**src/rtl/scan_raycast_scheduler.sv**
```systemverilog
// Scan ray-cast scheduler: walks one stored lidar scan beam by beam, skips empty
// returns and hands each valid beam to a ray tracer, one ray in flight at a time.
module scan_raycast_scheduler #(
    parameter int NUM_BEAMS  = 360,
    parameter int BEAM_IDX_W = $clog2(NUM_BEAMS),
    parameter int FIXED_W    = 16
) (
    input  logic                  i_clk,
    input  logic                  i_rst_n,
    input  logic                  i_scan_start,
    input  logic                  i_abort,
    input  logic [FIXED_W-1:0]    i_pose_x,
    input  logic [FIXED_W-1:0]    i_pose_y,
    input  logic [FIXED_W-1:0]    i_pose_theta,
    input  logic [FIXED_W-1:0]    i_max_range,
    output logic [BEAM_IDX_W-1:0] o_beam_addr,
    input  logic [FIXED_W-1:0]    i_beam_range,
    input  logic [FIXED_W-1:0]    i_beam_angle,
    output logic                  o_bres_start,
    output logic [FIXED_W-1:0]    o_bres_magnitude,
    output logic [FIXED_W-1:0]    o_bres_angle,
    output logic [FIXED_W-1:0]    o_bres_sensor_x,
    output logic [FIXED_W-1:0]    o_bres_sensor_y,
    input  logic                  i_bres_busy,
    output logic                  o_busy,
    output logic                  o_scan_done,
    output logic [BEAM_IDX_W:0]   o_beams_traced,
    output logic [BEAM_IDX_W:0]   o_beams_skipped
);

    typedef enum logic [2:0] {
        S_IDLE, S_FETCH, S_LOAD, S_LAUNCH, S_GUARD, S_RUN, S_FINISH
    } state_t;

    localparam logic [BEAM_IDX_W-1:0] IDX_LAST = BEAM_IDX_W'(NUM_BEAMS - 1);
    localparam logic [BEAM_IDX_W-1:0] IDX_ONE  = BEAM_IDX_W'(1);
    localparam logic [BEAM_IDX_W:0]   CNT_ONE  = (BEAM_IDX_W+1)'(1);

    state_t                r_state;
    state_t                w_next_state;
    logic [BEAM_IDX_W-1:0] r_index;
    logic [BEAM_IDX_W:0]   r_traced;
    logic [BEAM_IDX_W:0]   r_skipped;
    logic                  r_abort_flag;
    logic [FIXED_W-1:0]    r_pose_x, r_pose_y, r_pose_theta, r_max_range;
    logic [FIXED_W-1:0]    r_magnitude, r_angle, r_sensor_x, r_sensor_y;

    logic                  w_accept, w_load_ops, w_skip, w_trace_done, w_inc_index, w_set_abort;
    logic                  w_last;
    logic [FIXED_W-1:0]    w_clamped;

    assign w_last    = (r_index == IDX_LAST);
    assign w_clamped = ($signed(i_beam_range) < $signed(r_max_range)) ? i_beam_range : r_max_range;

    // NOTE: sequential state uses non-blocking assignments so every register
    // samples pre-edge values regardless of process ordering.
    always_ff @(posedge i_clk or negedge i_rst_n) begin
        if (!i_rst_n) r_state <= S_IDLE;
        else          r_state <= w_next_state;
    end

    // NOTE: every signal gets a default before the case so no path infers a latch.
    always_comb begin
        w_next_state = r_state;
        w_accept     = 1'b0;
        w_load_ops   = 1'b0;
        w_skip       = 1'b0;
        w_trace_done = 1'b0;
        w_inc_index  = 1'b0;
        w_set_abort  = 1'b0;
        case (r_state)
            S_IDLE: begin
                if (i_scan_start) begin
                    w_accept     = 1'b1;
                    w_next_state = S_FETCH;
                end
            end
            S_FETCH: w_next_state = i_abort ? S_FINISH : S_LOAD;
            S_LOAD: begin
                if (i_abort) begin
                    w_next_state = S_FINISH;
                end else if (i_beam_range == '0) begin
                    w_skip = 1'b1;
                    if (w_last) begin
                        w_next_state = S_FINISH;
                    end else begin
                        w_inc_index  = 1'b1;
                        w_next_state = S_FETCH;
                    end
                end else begin
                    w_load_ops   = 1'b1;
                    w_next_state = S_LAUNCH;
                end
            end
            S_LAUNCH: begin
                w_set_abort  = i_abort;
                w_next_state = S_GUARD;
            end
            // The tracer raises busy one cycle after the start pulse, so it is not trusted here.
            S_GUARD: begin
                w_set_abort  = i_abort;
                w_next_state = S_RUN;
            end
            S_RUN: begin
                w_set_abort = i_abort;
                if (!i_bres_busy) begin
                    w_trace_done = 1'b1;
                    if (i_abort || r_abort_flag || w_last) begin
                        w_next_state = S_FINISH;
                    end else begin
                        w_inc_index  = 1'b1;
                        w_next_state = S_FETCH;
                    end
                end
            end
            S_FINISH: w_next_state = S_IDLE;
            default:  w_next_state = S_IDLE;
        endcase
    end

    always_ff @(posedge i_clk or negedge i_rst_n) begin
        if (!i_rst_n) begin
            r_index      <= '0;
            r_traced     <= '0;
            r_skipped    <= '0;
            r_abort_flag <= 1'b0;
            r_pose_x     <= '0;
            r_pose_y     <= '0;
            r_pose_theta <= '0;
            r_max_range  <= '0;
            r_magnitude  <= '0;
            r_angle      <= '0;
            r_sensor_x   <= '0;
            r_sensor_y   <= '0;
        end else begin
            if (w_accept) begin
                r_pose_x     <= i_pose_x;
                r_pose_y     <= i_pose_y;
                r_pose_theta <= i_pose_theta;
                r_max_range  <= i_max_range;
                r_index      <= '0;
                r_traced     <= '0;
                r_skipped    <= '0;
                r_abort_flag <= 1'b0;
            end
            if (w_inc_index)  r_index   <= r_index + IDX_ONE;
            if (w_skip)       r_skipped <= r_skipped + CNT_ONE;
            if (w_trace_done) r_traced  <= r_traced + CNT_ONE;
            if (w_set_abort)               r_abort_flag <= 1'b1;
            else if (r_state == S_FINISH)  r_abort_flag <= 1'b0;
            // Heading sum wraps modulo 2^FIXED_W on purpose: angles are circular.
            if (w_load_ops) begin
                r_magnitude <= w_clamped;
                r_angle     <= i_beam_angle + r_pose_theta;
                r_sensor_x  <= r_pose_x;
                r_sensor_y  <= r_pose_y;
            end
        end
    end

    assign o_beam_addr      = r_index;
    assign o_bres_start     = (r_state == S_LAUNCH);
    assign o_bres_magnitude = r_magnitude;
    assign o_bres_angle     = r_angle;
    assign o_bres_sensor_x  = r_sensor_x;
    assign o_bres_sensor_y  = r_sensor_y;
    assign o_busy           = (r_state != S_IDLE);
    assign o_scan_done      = (r_state == S_FINISH);
    assign o_beams_traced   = r_traced;
    assign o_beams_skipped  = r_skipped;

endmodule

```
**config.mk**
```make
export PLATFORM = sky130hd
export DESIGN_NAME = scan_raycast_scheduler
export DESIGN_NICKNAME = d
export VERILOG_FILES = /design/src/rtl/scan_raycast_scheduler.sv
export SDC_FILE = /design/constraint.sdc
export NUM_CORES = 1
export LEC_CHECK = 0
export CORE_UTILIZATION = 53
export DETAILED_ROUTE_END_ITERATION = 10
export PLACE_DENSITY = 0.85
export SETUP_SLACK_MARGIN = 0.5
export SYNTH_ARGS = -nofsm -noshare
export SYNTH_HDL_FRONTEND = slang
export SYNTH_SLANG_ARGS = --single-unit
```
**constraint.sdc**
```tcl
create_clock -name i_clk -period 5.8 [get_ports i_clk]
set_clock_uncertainty 0.05 [all_clocks]
set_input_delay 1.16 -clock i_clk [delete_from_list [all_inputs] [get_ports i_clk]]
set_output_delay 1.16 -clock i_clk [all_outputs]
set_load 0.05 [all_outputs]
```
==> results by group <==
Setup path
  • CP Max Fanout: 15
  • Worst path cell trace: clkdlybuf4s50_1 > ha_1 > a21oi_1 > a31oi_1 > o21ai_0 > o211ai_2 > xor2_2 > mux2i_1 > o21ai_1
  • Max incr delay on CP: 920 ps
  • Worst R2R Start: r_max_range[7]
  • Slowest cell on the critical path: xor2_2
  • Arr. time, crit path: 3980 ps
  • Setup crit start kind: input pin
  • FF-to-FF path depth: 9
  • Crit Path Category: in2reg
  • Internal reg-to-reg setup slack: 2860 ps
  • CP required: 6010 ps
  • Reg-to-reg endpoint: o_bres_magnitude[11]
  • Endpoint class of the critical path: flop

Global route
  • Total gr overflow: 0
  • Initial antenna violation count: 2
  • First-pass GRT wire length: 29,970 um
  • Largest net degree at the start of global routing: 95
  • GRT Overall Usage: 26.25%
  • Vias in the first global route: 6,140

Logic synthesis
  • Sequential share of the synthesized area: 52.62%
  • Synthesized area: 7656 um2
  • Mapped Avg Cell Area: 9.594 um2
  • Mapped Nets: 933
  • Prevailing post-synth register cell: dfrtp_1
  • Async SR Flop Fraction: 100.0%
  • Cell count after synthesis: 798
  • Synthesis-stage register bit count: 161
  • Ys Warns: 0
  • Number of flops mapped to enable cells by yosys: 0
  • Cell variety after synth: 49

Drt
  • Drt drc: 0
  • Via density: 5.426
  • Initial DRC Count: 393
  • Final antenna-violating net count: 0
  • Pre-antenna DRT Iters: 5
  • Via count: 6,403
  • Drt wl/cell: 16.11 um
  • Post-Route WL: 19,010 um

Clock network
  • CTS tree: yes
  • H-tree depth: 4
  • Maximum buffer depth of the clock tree: 2
  • Sink Count: 161
  • # Post-CTS Setup Buffers: 0
  • Cts bufs inserted: 17
  • Clk pin slew, worst setup/hold paths: 60 ps
  • Resized cells post-CTS: 0
  • Hold_buf cts: 0
  • Clk_lat worst skew: 430 ps
  • Clk root buf: clkbuf_16

Flow run
  • Max-cap viol count: 0

STA
  • Tightest Pin Transition: 1165 ps
  • Setup_tns: 0 ps
  • Max-slew violation count: 0
  • Count of final setup violators: 0
  • Final hold violation count: 0
  • Rel. slew slack: 22.30%
  • Final worst setup slack: 2028 ps
  • Fmax: 0.2651 GHz
  • Crit share post-route: 65.03%
  • Unrepaired setup endpoints after global routing: false
  • Final min period: 3772 ps

Placement
  • Final GP Congestion: 0.8735
  • Setup WS pre-CTS: 1706 ps
  • PortBufs: 196
  • Post-DP HPWL: 12,910 um

Floorplan
  • Die Area: 14,930 um2
  • Chip width: 122.2 um
  • Core area: 13,990 um2
  • Initial Utilization: 54.73%
  • I/O pin total: 197
  • Chip height: 122.2 um
  • Num rows: 43

Cells and area
  • Core Util, Final: 73.86%
  • Post-synthesis to final-layout area growth: 34.94%
  • Final nets: 1,120
  • Share of cells above drive strength 1: 8.116%

Hold path
  • Hold Crit Endpoint: r_pose_x[6]
  • Worst hold path depth: 2
  • HP Class: reg2reg
  • Hold path start: r_pose_x[6]

Power
  • Pwr dens: 530.2 nW/um2
  • Leakage: 4.838 nW
  • Max IR drop VDD: 0.0003515 V

Run status
  • Outcome: finished clean
[Yosys cell counts (all sizes together), types with 2 or more instances]
| cell | n | share of area, % |
|---|---|---|
| a211oi | 3 | 0.29 |
| a21o | 4 | 0.39 |
| a21oi | 29 | 1.9 |
| a31oi | 4 | 0.33 |
| and2 | 5 | 0.41 |
| and3 | 9 | 0.74 |
| and4 | 3 | 0.36 |
| buf | 7 | 0.56 |
| clkbuf | 25 | 1.2 |
| dfrtp | 161 | 53 |
| ha | 33 | 5.4 |
| inv | 27 | 1.3 |
| mux2 | 34 | 5.0 |
| mux2i | 20 | 2.6 |
| nand2 | 219 | 11 |
| nand2b | 6 | 0.49 |
| nand3 | 21 | 1.4 |
| nand4 | 9 | 0.74 |
| nor2 | 34 | 1.7 |
| nor2b | 2 | 0.16 |
| nor3 | 9 | 0.65 |
| nor4 | 5 | 0.41 |
| o211ai | 2 | 0.26 |
| o21a | 3 | 0.29 |
| o21ai | 90 | 6.0 |
| o21bai | 2 | 0.20 |
| o22ai | 2 | 0.16 |
| o31ai | 4 | 0.39 |
| xnor2 | 8 | 0.92 |
| xor2 | 9 | 1.1 |
[metal layers]
layer  vias to the layer above  global-route usage (%)  routed length, um  part of all wire, %
met5                         -                       0                  0                    0
met3                        25                   8.146               1262                  6.6
met2                       194                   42.51               9273                   49
met4                         0                   8.155                329                  1.7
met1                      3089                   33.68               8148                   43
li1                       3095                       -                  -                    -
[area by class of cell]
| type | instances | area [um2] |
|---|---|---|
| clock buffer | 20 | 456.7 |
| inverter | 27 | 101.3 |
| timing repair buffer | 200 | 1993 |
| fill | 1046 | 3657 |
| clock inverter | 12 | 120.1 |
| sequential | 161 | 4029 |
| multi-input combinational | 578 | 3401 |
| tap | 180 | 225.2 |
| antenna | 2 | 5.005 |
[stage by stage]
step	cell area (um2)	hold slack [ps]	std cells	power (mW)
floorplan	7656	391.7	798	3.588
finish	10330	416.5	1180	5.477
global route	10330	438.0	1179	5.807
detailed placement	9749	408.3	1146	4.372
CTS	10330	424.2	1178	5.499
global placement	9749	403.6	1146	4.299
[flip-flops by register name, indices dropped and copies added, names as in the netlist]
register and flops:
r_pose_theta 16, o_bres_sensor_y 16, o_bres_magnitude 16, r_pose_y 16, o_beam_addr 9, o_beams_traced 10, o_bres_angle 16, o_beams_skipped 10
r_abort_flag 1, r_pose_x 16, r_max_range 16, o_bres_sensor_x 16, r_state 3
[worst max path at each step]
stage | start | endpoint | slack, ps | cells past startpoint
floorplan | i_beam_range[15] | o_bres_magnitude[8] | 2780 | 8
global placement | i_beam_range[15] | o_bres_magnitude[8] | 1780 | 8
detailed placement | i_beam_range[7] | o_bres_magnitude[11] | 1710 | 9
CTS | i_beam_range[7] | o_bres_magnitude[7] | 2080 | 9
global route | i_beam_range[7] | o_bres_magnitude[4] | 1920 | 9
finish | i_beam_range[7] | o_bres_magnitude[11] | 2030 | 9
[critical path: cells and delay by family]
kind / cells / cell delay [ps]
xor gates and xnor gates: 1 / 920
buffers and inverters: 1 / 470
adders and majority gates: 1 / 380
AOI/OAI and AO/OA: 5 / 740
muxes: 1 / 310
[report_power, final]
group          total [mW]  internal (mW)  leakage [nW]  switching, mW
Combinational        2.59          0.968          2.49           1.62
Clock                1.09          0.623         0.279          0.465
Sequential           1.80           1.54          2.07          0.262
[kinds of logic (layout without fill, tap and decap cells)]
family	after synthesis	in the layout	share of synthesized area (%)
and+or+nand+nor	324	324	17.96
DFF	161	161	52.62
AOI/OAI and AO/OA	149	149	11.00
buffers and inverters	59	259	3.105
muxes	54	54	7.616
adders and majority gates	34	34	5.655
xor gates and xnor gates	17	17	2.043
other	0	2	0
[cell usage in the layout, fill, tap and decap left out, types with 3 or more instances in the layout]
cell type,n
nand2_1,218
clkdlybuf4s50_1,195
dfrtp_1,161
o21ai_0,78
mux2_2,34
nor2_1,33
ha_1,33
a21oi_1,29
inv_1,27
nand3_1,21
mux2i_1,20
clkbuf_16,17
o21ai_1,10
and3_1,9
nand4_1,9
nor3_1,8
xor2_1,8
xnor2_1,8
inv_6,7
nor4_1,5
nand2b_1,5
a31oi_1,4
a21o_1,4
o31ai_1,4
buf_4,4
o21a_1,3
a211oi_1,3
and2_1,3
Power figures use the tool's default switching activity.
